==> src/rtl/nv_nvdla_cacc_delivery_ctrl_pkg.sv <==
// Shared definitions for the CACC delivery buffer controller and the delivery buffer.
// Holds the controller state encoding and the buffer geometry defaults.
package nv_nvdla_cacc_delivery_ctrl_pkg;

  localparam int DBUF_AWIDTH_DEF = 6;
  localparam int DBUF_WIDTH_DEF  = 512;

  typedef enum logic [1:0] {
    IDLE  = 2'd0,
    RUN   = 2'd1,
    DRAIN = 2'd2
  } cacc_dlv_state_t;

endpackage

==> src/rtl/nv_nvdla_cacc_dlv_ptr.sv <==
// Wrap-around circular-buffer pointer with an increment enable.
// Wraps naturally at 2^AWIDTH and only returns to zero on reset.
module nv_nvdla_cacc_dlv_ptr
  import nv_nvdla_cacc_delivery_ctrl_pkg::*;
#(
  parameter int AWIDTH = DBUF_AWIDTH_DEF
) (
  input  logic              nvdla_core_clk,
  input  logic              nvdla_core_rst,
  input  logic              inc,
  output logic [AWIDTH-1:0] ptr
);

  always_ff @(posedge nvdla_core_clk) begin
    if (nvdla_core_rst) begin
      ptr <= '0;
    end else if (inc) begin
      ptr <= ptr + AWIDTH'(1);
    end
  end

endmodule

==> src/rtl/nv_nvdla_cacc_delivery_ctrl.sv <==
// Write/read controller for the CACC delivery buffer RAM: circular write of accepted
// lines, one read per stored line when the buffer is ready, and layer-end tracking.
module nv_nvdla_cacc_delivery_ctrl
  import nv_nvdla_cacc_delivery_ctrl_pkg::*;
#(
  parameter int DBUF_AWIDTH = DBUF_AWIDTH_DEF,
  parameter int DBUF_WIDTH  = DBUF_WIDTH_DEF
) (
  input  logic                   nvdla_core_clk,
  input  logic                   nvdla_core_rst,
  input  logic                   op_en,
  input  logic                   dlv_valid,
  output logic                   dlv_ready,
  input  logic [DBUF_WIDTH-1:0]  dlv_data,
  input  logic                   dlv_layer_end,
  output logic                   dbuf_wr_en,
  output logic [DBUF_AWIDTH-1:0] dbuf_wr_addr,
  output logic [DBUF_WIDTH-1:0]  dbuf_wr_data,
  input  logic                   dbuf_rd_ready,
  output logic                   dbuf_rd_en,
  output logic [DBUF_AWIDTH-1:0] dbuf_rd_addr,
  output logic                   dbuf_rd_layer_end,
  output logic                   busy,
  output logic                   layer_done
);

  localparam int DEPTH = 1 << DBUF_AWIDTH;
  localparam logic [DBUF_AWIDTH+1:0] DEPTH_LIM = (DBUF_AWIDTH+2)'(DEPTH);

  cacc_dlv_state_t        state;
  cacc_dlv_state_t        state_nxt;
  logic [DBUF_AWIDTH:0]   occ;
  logic [DBUF_AWIDTH:0]   occ_nxt;
  logic [DBUF_AWIDTH+1:0] occ_pend;
  logic [DBUF_AWIDTH-1:0] wr_ptr;
  logic [DBUF_AWIDTH-1:0] rd_ptr;
  logic [DBUF_AWIDTH-1:0] le_addr;
  logic                   le_vld;
  logic                   accept;
  logic                   rd_consume;
  logic                   layer_done_nxt;

  nv_nvdla_cacc_dlv_ptr #(.AWIDTH(DBUF_AWIDTH)) u_wr_ptr (
    .nvdla_core_clk (nvdla_core_clk),
    .nvdla_core_rst (nvdla_core_rst),
    .inc            (dbuf_wr_en),
    .ptr            (wr_ptr)
  );

  nv_nvdla_cacc_dlv_ptr #(.AWIDTH(DBUF_AWIDTH)) u_rd_ptr (
    .nvdla_core_clk (nvdla_core_clk),
    .nvdla_core_rst (nvdla_core_rst),
    .inc            (rd_consume),
    .ptr            (rd_ptr)
  );

  assign dbuf_wr_addr      = wr_ptr;
  assign dbuf_rd_addr      = rd_ptr;
  assign busy              = (state != IDLE);
  // The registered line still waiting to be written counts against free space.
  assign occ_pend          = {1'b0, occ} + (DBUF_AWIDTH+2)'(dbuf_wr_en);
  assign dbuf_rd_en        = (occ != '0) & dbuf_rd_ready & (state != IDLE);
  assign rd_consume        = dbuf_rd_en & dbuf_rd_ready;
  assign dbuf_rd_layer_end = rd_consume & le_vld & (rd_ptr == le_addr);
  assign accept            = dlv_valid & dlv_ready;

  always_comb begin
    occ_nxt = occ;
    case ({dbuf_wr_en, rd_consume})
      2'b10:   occ_nxt = occ + (DBUF_AWIDTH+1)'(1);
      2'b01:   occ_nxt = occ - (DBUF_AWIDTH+1)'(1);
      default: occ_nxt = occ;
    endcase
  end

  always_comb begin
    state_nxt      = state;
    dlv_ready      = 1'b0;
    layer_done_nxt = 1'b0;
    case (state)
      IDLE: begin
        if (op_en) state_nxt = RUN;
      end
      RUN: begin
        dlv_ready = (occ_pend < DEPTH_LIM);
        if (dlv_valid && dlv_ready && dlv_layer_end) state_nxt = DRAIN;
      end
      DRAIN: begin
        if (dbuf_rd_layer_end && (occ_nxt == '0)) begin
          state_nxt      = IDLE;
          layer_done_nxt = 1'b1;
        end
      end
      default: state_nxt = IDLE;
    endcase
  end

  always_ff @(posedge nvdla_core_clk) begin
    if (nvdla_core_rst) begin
      state      <= IDLE;
      occ        <= '0;
      layer_done <= 1'b0;
    end else begin
      state      <= state_nxt;
      occ        <= occ_nxt;
      layer_done <= layer_done_nxt;
    end
  end

  // The layer-end line lands one slot further if a write is already in flight.
  always_ff @(posedge nvdla_core_clk) begin
    if (nvdla_core_rst) begin
      le_vld  <= 1'b0;
      le_addr <= '0;
    end else if (accept && dlv_layer_end) begin
      le_vld  <= 1'b1;
      le_addr <= wr_ptr + DBUF_AWIDTH'(dbuf_wr_en);
    end else if (dbuf_rd_layer_end) begin
      le_vld  <= 1'b0;
    end
  end

  always_ff @(posedge nvdla_core_clk) begin
    if (nvdla_core_rst) begin
      dbuf_wr_en   <= 1'b0;
      dbuf_wr_data <= '0;
    end else begin
      dbuf_wr_en <= accept;
      if (accept) dbuf_wr_data <= dlv_data;
    end
  end

endmodule

==> config.mk <==
export PLATFORM = sky130hd
export DESIGN_NAME = nv_nvdla_cacc_delivery_ctrl
export DESIGN_NICKNAME = d
export VERILOG_FILES = /design/src/rtl/nv_nvdla_cacc_delivery_ctrl_pkg.sv /design/src/rtl/nv_nvdla_cacc_dlv_ptr.sv /design/src/rtl/nv_nvdla_cacc_delivery_ctrl.sv
export SDC_FILE = /design/constraint.sdc
export NUM_CORES = 1
export LEC_CHECK = 0
export CORE_AREA = 2 2 404 406
export CTS_BUF_LIST = sky130_fd_sc_hd__clkbuf_8 sky130_fd_sc_hd__clkbuf_16
export DETAILED_ROUTE_END_ITERATION = 16
export DIE_AREA = 0 0 406 408
export RECOVER_POWER = 25
export SLEW_MARGIN = 20
export SYNTH_ARGS = -nofsm -noshare
export SYNTH_HDL_FRONTEND = slang
export SYNTH_SLANG_ARGS = --single-unit
==> constraint.sdc <==
create_clock -name nvdla_core_clk -period 3.6 [get_ports nvdla_core_clk]
set_input_delay 0.36 -clock nvdla_core_clk [delete_from_list [all_inputs] [get_ports nvdla_core_clk]]
set_output_delay 0.36 -clock nvdla_core_clk [all_outputs]
set_load 0.1 [all_outputs]
Yosys cells after proc, flatten, opt, wreduce, memory -nomap -nowiden
Cells that the tools add are included.

Logic and storage cells: 51. Register bits after elaboration: 542. Input port bits: 518. Output and inout port bits: 530.

Add/subtract/negate cells: 6. Reductions and logical operators: 11. Bitwise gates (word level): 7. Magnitude comparators: 1. Mux-type cells: 9. Equality and inequality tests: 8.

Operators by type and width (number): case mux 7 bit (2 select lines) (1); adder 6 x 1 -> 6 bit (second input constant) (2); adder 7 x 1 -> 8 bit (1); < comparator 8 x 7 -> 1 bit (second input constant) (1); adder 7 x 1 -> 7 bit (second input constant) (1); logical NOT 7 bit (1); nonzero test 7 bit (1); subtractor 7 x 1 -> 7 bit (second input constant) (1); adder 6 x 1 -> 6 bit (1); AND 1 bit (6); equality test 6 bit (1); 2-to-1 mux 2 bit (3); != test 2 bit (second input constant) (3); case mux 2 bit (3 select lines) (1); equality test 2 x 1 -> 1 bit (second input constant) (2); equality test 2 bit (second input constant) (2); logical AND 1 bit (4); 2-to-1 mux 1 bit (4); nonzero test 2 bit (2); AND reduction 3 bit (1); logical NOT 2 bit (1); OR reduction 2 bit (1); inverter 1 bit (1).

Longest topological paths before layout
Gate-level depths: netlist of run 1.

Word-level depth: 10. Mapped depth: 12.

Cells and area by module
From an unflattened synthesis of run 1, not the netlist that was laid out.

Cells, all modules: 2419. Area total of the unflattened synthesis: 19553.8 um^2.

Modules (own cells, without submodules): nv_nvdla_cacc_delivery_ctrl (instances 1, area an instance 19075.8 um^2, cells an instance 2371); nv_nvdla_cacc_dlv_ptr (instances 2, area an instance 239.0 um^2, cells an instance 24).

Least setup slack after synthesis of run 1
No wires, ideal clock.

Path kind: flip-flop to flip-flop. Start point: reg u_rd_ptr.ptr[0]. End point: reg layer_done. Stages on the path, launching flop included: 6. Clock period less this slack: 5.296 ns. Buffers on the path: 0. Setup slack: -1.696 ns. Required time: 3.503 ns. Data arrival time: 5.199 ns. Cell sequence: dfxtp_1 -> xnor2_1 -> nand3_1 -> a2111oi_1 -> nand2_1 -> nor4_1.

Longest elaborated chain between the ends: 4.

Ends and longest elaborated chain: from (decl) (RTL line nv_nvdla_cacc_dlv_ptr.sv:11) `output logic [AWIDTH-1:0] ptr`; from (signal assigned) (RTL line nv_nvdla_cacc_dlv_ptr.sv:18) `ptr <= ptr + AWIDTH'(1);`; equality test 6 bit (RTL line nv_nvdla_cacc_delivery_ctrl.sv:64) `assign dbuf_rd_layer_end = rd_consume & le_vld & (rd_ptr == le_addr);`; AND 1 bit (RTL line nv_nvdla_cacc_delivery_ctrl.sv:64); net dbuf_rd_layer_end (RTL line nv_nvdla_cacc_delivery_ctrl.sv:22) `output logic dbuf_rd_layer_end,`; logical AND 1 bit (RTL line nv_nvdla_cacc_delivery_ctrl.sv:89) `if (dbuf_rd_layer_end && (occ_nxt == '0)) begin`; 2-to-1 mux 1 bit (RTL line nv_nvdla_cacc_delivery_ctrl.sv:89); to (signal assigned) (RTL line nv_nvdla_cacc_delivery_ctrl.sv:106) `layer_done <= layer_done_nxt;`; to (decl) (RTL line nv_nvdla_cacc_delivery_ctrl.sv:24) `output logic layer_done`.

The timed path passes the listed nets, and every way through them passes these cells. A chain may end at the register's enable or synchronous reset.

Worst setup path in the final report of run 1
Start point: reg occ[2]. End point: reg state[1].

Longest elaborated chain between the ends: 10.

Ends and longest elaborated chain: from (decl) (RTL line nv_nvdla_cacc_delivery_ctrl.sv:32) `logic [DBUF_AWIDTH:0] occ;`; from (signal assigned) (RTL line nv_nvdla_cacc_delivery_ctrl.sv:105) `occ <= occ_nxt;`; branches (longest 9 deep; another with adder 7 x 1 -> 8 bit); AND reduction 3 bit (no line) *; to (signal assigned) (RTL line nv_nvdla_cacc_delivery_ctrl.sv:104) `state <= state_nxt;`; to (decl) (RTL line nv_nvdla_cacc_delivery_ctrl.sv:30) `cacc_dlv_state_t state;`.

Mark *: on every way between the ends.

==> flow_summary.json, run 1 <==
{
  "crit_buf_inv": 2,
  "cts_resized": 0,
  "vias_per_cell": 3.68,
  "overflow": 0,
  "fin_skew_ps": 36.7,
  "die_h_um": 408,
  "cp-end-kind": "flop",
  "synthFlopType": "dfxtp_1",
  "yosysUniqueCellTypes": 44,
  "gp_congestion": 0.886,
  "final_util_pct": 22.4,
  "finalWirelength_mm": 127,
  "min_period_ps": 3190,
  "fp-row-count": 148,
  "antenna_left": 0,
  "path_class": "reg -> reg",
  "multi_input_area_um2": 9660,
  "grt_pass1_vias": 20800,
  "grt.busiest_layer": "met2",
  "fillers": 17800,
  "grt_max_degree": 108,
  "ys_warn_count": 0,
  "use_met2_pct": 25.2,
  "fin_nets": 3939,
  "cts_max_level": 3,
  "synth-seq-area-share_pct": 49.0,
  "tightest_slew_ps": 1800,
  "vias": 20700,
  "r2r_slack_ps": 410,
  "drv_slew": 29,
  "grt_first_pass_wirelength_mm": 171,
  "cts_tree": "built",
  "synth_area_um2": 22200,
  "crit_path_start_kind": "flop",
  "grt_util_met3_pct": 8.84,
  "peakVddDrop_mv": 0.328,
  "clockRootBuffer": "clkbuf_16",
  "maxCapViolCount": 37,
  "hpwl_mm": 103,
  "core_um2": 162000,
  "clk_pin_slew_worst_paths_ps": 70,
  "initial_core_util_pct": 13.7,
  "max_slew_margin_pct": -19.7,
  "power_leakage_nw": 11.5,
  "dr.pass1.iters": 6,
  "grt_setup_unrepaired": "false",
  "hold_buffers": 0,
  "max_freq_mhz": 313,
  "layout_commonest_cell": "clkdlybuf4s50_1",
  "post_cts_buffers": 0,
  "crit_family": "simple AND/OR/NAND/NOR gates",
  "io_buffers": 1047,
  "min_period_over_period_pct": 88.6,
  "cts_buffers": 72,
  "setup_viol": 0,
  "cts.path.max_buffers": 3,
  "violations": "max-capacitance violations, max-slew violations",
  "worstPathMaxFanout": 8,
  "grt.total_usage_pct": 14.8,
  "synth_fp_nets": 2943,
  "power_density_nw_per_um2": 498,
  "most-common-layout-cells": "clkdlybuf4s50_1 (934), nand2_1 (736), dfxtp_1 (542)",
  "drive_gt1_share_pct": 25.0,
  "seqCellArea_um2": 10900,
  "wl_per_cell_um": 22.5,
  "synth.ff_latch_count": 542,
  "drt-initial-drc-count": 991,
  "clkLatencyLatePin_ps": 670,
  "synth.avg_cell_area_um2": 9.18,
  "synth_edf_count": 0,
  "required_ps": 4100,
  "area_growth_syn_to_layout_pct": 63.2,
  "report.power.total_w": 0.0180,
  "synthCells": 2414,
  "cp.arrival_ps": 3690,
  "dieArea_um2": 166000,
  "crit_slowest_cell": "a2111oi_0",
  "status": "finished, violations left",
  "finalSetupTns_ps": 0,
  "die_w_um": 406,
  "drc": 0,
  "min_path_type": "in -> reg",
  "grtUsageMet1_pct": 15.1,
  "async_reset_ff_share_pct": 0,
  "crit_chain": "nor4_1 -> buf_4 -> a21oi_1 -> ha_1 -> buf_4 -> ha_1 -> nand4b_1 -> a2111oi_0 -> nand4b_1 -> xnor2_1 -> and4bb_1 -> o22ai_1",
  "crit_path_max_incr_delay_ps": 470,
  "cts_sinks": 542,
  "hold_viol_final": 0,
  "io_pins": 1048,
  "antenna_found_initial": 97
}
-- where the power goes --
group	internal [W]	switching [W]	total, W
sequential	0.00627	0.000179	0.00645
combinational	0.00117	0.00297	0.00414
clock	0.00431	0.00310	0.00742
total	0.0118	0.00625	0.0180
-- final timing paths --
kind	start	endpoint	cells after the start
setup / recovery	occ[2]	state[1]	12
setup reg to reg	occ[2]	state[1]	12
hold / removal	nvdla_core_rst	dbuf_wr_data[348]	2
hold reg to reg	dbuf_wr_data[395]	dbuf_wr_data[395]	2
-- cells in the mapped netlist (all sizes together), types with 4 or more instances --
master,number,area (um^2)
inv,8,30.0
buf,66,1020
nand3,5,25.0
nand4,7,43.8
xor2,12,105
dfxtp,542,10900
a211oi,7,52.6
nand2,1039,4810
nand2b,4,25.0
clkbuf,112,420
xnor2,14,123
ha,10,125
nor2,29,116
a21oi,523,4120
-- per-layer routing --
metal  share of wire (%)  vias to the layer above
li1                    -                     9795
met1                  36                     9830
met2                  48                      819
met3                  13                      290
met4                 2.7                        8
met5               0.039                        -
-- cell families after synthesis --
family	share of synthesized area [%]
AND/OR/NAND/NOR	23.3
AO/OA/AOI/OAI	19.3
adder cells (fa/ha/maj)	0.655
multiplexers	0.0903
buffers and inverters	6.66
flip-flops	49.0
XOR/XNOR	1.03
-- layout make-up --
type	count	share of cell area (%)
diodes	8	0.0554
clock buffers	84	5.47
flip-flops and latches	542	30.0
multi-input cells	1686	26.7
inverters	8	0.0830
clock inverters	40	1.20
repair buffers	1100	28.9
well taps	2175	7.53
-- flip-flops by register name (all words and copies together) (netlist names) --
register,cells
occ,7
dbuf_wr_data,512
u_rd_ptr.ptr,6
le_vld,1
dbuf_wr_en,1
layer_done,1
state,2
le_addr,6
u_wr_ptr.ptr,6
-- through the flow --
| stage | hold slack (ps) | instances | instance area, um^2 | worst slack, ps |
|---|---|---|---|---|
| floorplan | 423 | 2414 | 22200 | 328 |
| global placement | 444 | 5511 | 34400 | 297 |
| detailed placement | 447 | 5511 | 34400 | 431 |
| finish | 187 | 5643 | 36200 | 409 |
| CTS | 136 | 5635 | 36800 | 368 |
| global route | 192 | 5641 | 36200 | 62.4 |
No activity file was read; power rests on OpenSTA's default activity.
==> run 2: changes to the inputs <==
- CORE_AREA: 2 2 404 406 -> 2 2 411 413
- DIE_AREA: 0 0 406 408 -> 0 0 413 415
==> run 2 against run 1 <==
Net effect: the flow still finishes with violations (max-capacitance violations, max-slew violations); non-clock buffer count is 13 higher; combinational power rose by 1%; cell area shrank 0.35%; register-to-register slack barely moved; critical path depth fell by 7; critical path type is now reg -> out; highest routed layer is now met4.
==> flow_summary.json, run 2 (same netlist as run 1, synthesis figures left out) <==
{
  "io_buffers": 1047,
  "dieArea_um2": 171000,
  "clk_pin_slew_worst_paths_ps": 60,
  "cp.arrival_ps": 2880,
  "status": "finished, violations left",
  "antenna_left": 0,
  "cts_buffers": 72,
  "initial_core_util_pct": 13.3,
  "violations": "max-capacitance violations, max-slew violations",
  "antenna_found_initial": 74,
  "gp_congestion": 0.873,
  "wl_met3_mm": 16.1,
  "die_h_um": 415,
  "placedCellCount": 5553,
  "fin_nets": 3952,
  "power_leakage_nw": 11.5,
  "report.power.total_w": 0.0179,
  "power_density_nw_per_um2": 498,
  "grt_max_degree": 106,
  "largest-register": "dbuf_wr_data",
  "cts_resized": 0,
  "min_period_ps": 3240,
  "top_regs": "dbuf_wr_data x512, occ x7",
  "grt.total_usage_pct": 14.9,
  "crit_chain": "clkbuf_1 -> nand3_1 -> o21ai_0 -> nor2_1 -> clkdlybuf4s50_1",
  "grt_first_pass_wirelength_mm": 175,
  "largest_reg_flops": 512,
  "cp-end-kind": "output pin",
  "tightest_slew_ps": 1910,
  "fp-row-count": 150,
  "io_pins": 1048,
  "crit_buf_inv": 2,
  "wl_met1_mm": 49.3,
  "max_slew_margin_pct": -26.7,
  "clockRootBuffer": "clkbuf_16",
  "drc": 0,
  "worstPathMaxFanout": 8,
  "peakVddDrop_mv": 0.314,
  "dr.pass1.iters": 5,
  "finalSetupTns_ps": 0,
  "cts_sinks": 542,
  "final-instance-count-excl-fill": 5691,
  "hold_buffers": 0,
  "min_period_over_period_pct": 90.1,
  "max_freq_mhz": 308,
  "crit_path_max_incr_delay_ps": 980,
  "min_path_type": "in -> reg",
  "grt_setup_unrepaired": "false",
  "cts.path.max_buffers": 3,
  "crit_path_start_kind": "flop",
  "drt-initial-drc-count": 1299,
  "highest-signal-layer": "met4",
  "most-common-layout-cells": "clkdlybuf4s50_1 (908), nand2_1 (675), dfxtp_1 (542)",
  "wl_per_cell_um": 23.3,
  "area_growth_syn_to_layout_pct": 62.6,
  "core_um2": 167000,
  "die_w_um": 413,
  "fin_skew_ps": 32.5,
  "hold_viol_final": 0,
  "vias_per_cell": 3.65,
  "crit_slowest_cell": "clkdlybuf4s50_1",
  "maxCapViolCount": 45,
  "post_cts_buffers": 0,
  "route.met2.wl_mm": 63.1,
  "grt_pass1_vias": 20300,
  "drv_slew": 39,
  "drive_gt1_share_pct": 26.3,
  "overflow": 0,
  "cts_max_level": 3,
  "setup_viol": 0,
  "finalWirelength_mm": 133,
  "hpwl_mm": 108,
  "cts_tree": "built",
  "vias": 20800,
  "layout_commonest_cell": "clkdlybuf4s50_1",
  "required_ps": 3240,
  "path_class": "reg -> out",
  "crit_family": "buffers and inverters",
  "clkLatencyLatePin_ps": 700
}
-- run 2: cell types whose count changed in the layout (fill, tap and decap cells not counted), moves of 6 or more --
cell and delta:
clkbuf_1 +29, a21oi_1 +29, nand2_1 -61, a21oi_2 -29, buf_4 +17, nand2_2 +61, clkdlybuf4s50_1 -26, buf_12 -6
-- run 2: path summary, 6_finish.rpt --
path,from,end,slack (ps),depth (start not counted)
worst max-delay path,dbuf_wr_en,dlv_ready,360,5
worst min-delay path,nvdla_core_rst,occ[4],190,2
worst max register to register,occ[2],state[1],400,12
worst min register to register,dbuf_wr_data[480],dbuf_wr_data[480],450,2
-- run 2: through the flow --
step	setup slack, ps	hold WS, ps	area (um^2)	util, %
6_report	358	193	36000	21.6
5_1_grt	166	163	36000	21.6
4_1_cts	434	117	36700	22.0
3_5_place_dp	413	443	34300	20.6
3_3_place_gp	305	442	34400	20.6
2_1_floorplan	328	423	22200	-
-- run 2: metal layers --
layer  GRT usage [%]  vias up
li1                -     9822
met1            16.0     9844
met2            24.7      837
met3            8.28      254
met4            4.46        0
met5               0        -
-- run 2: layout make-up --
cell class              instances  area (um^2)
fillers                     18400       131000
repair buffers               1113        10300
clock buffers                  86         1990
inverters                       8         30.0
clock inverters                41          348
well taps                    2204         2760
flip-flops and latches        542        10900
diodes                         11         27.5
multi-input cells            1686         9710
-- run 2: worst reg2reg max path, cell delays in order, from the launching register on --
cell and delay, ps:
dfxtp_1 360, nor4_1 370, buf_4 210, a21oi_1 90
ha_1 210, buf_4 170, ha_1 370, nand4b_1 160
a2111oi_0 450, nand4b_1 200, xnor2_1 110, and4bb_1 270
o22ai_1 70
-- run 2: power by group --
part	leakage, nW	switching (W)	internal, W
combinational	5.87	0.00303	0.00115
sequential	4.40	0.000187	0.00627
clock	1.20	0.00312	0.00418
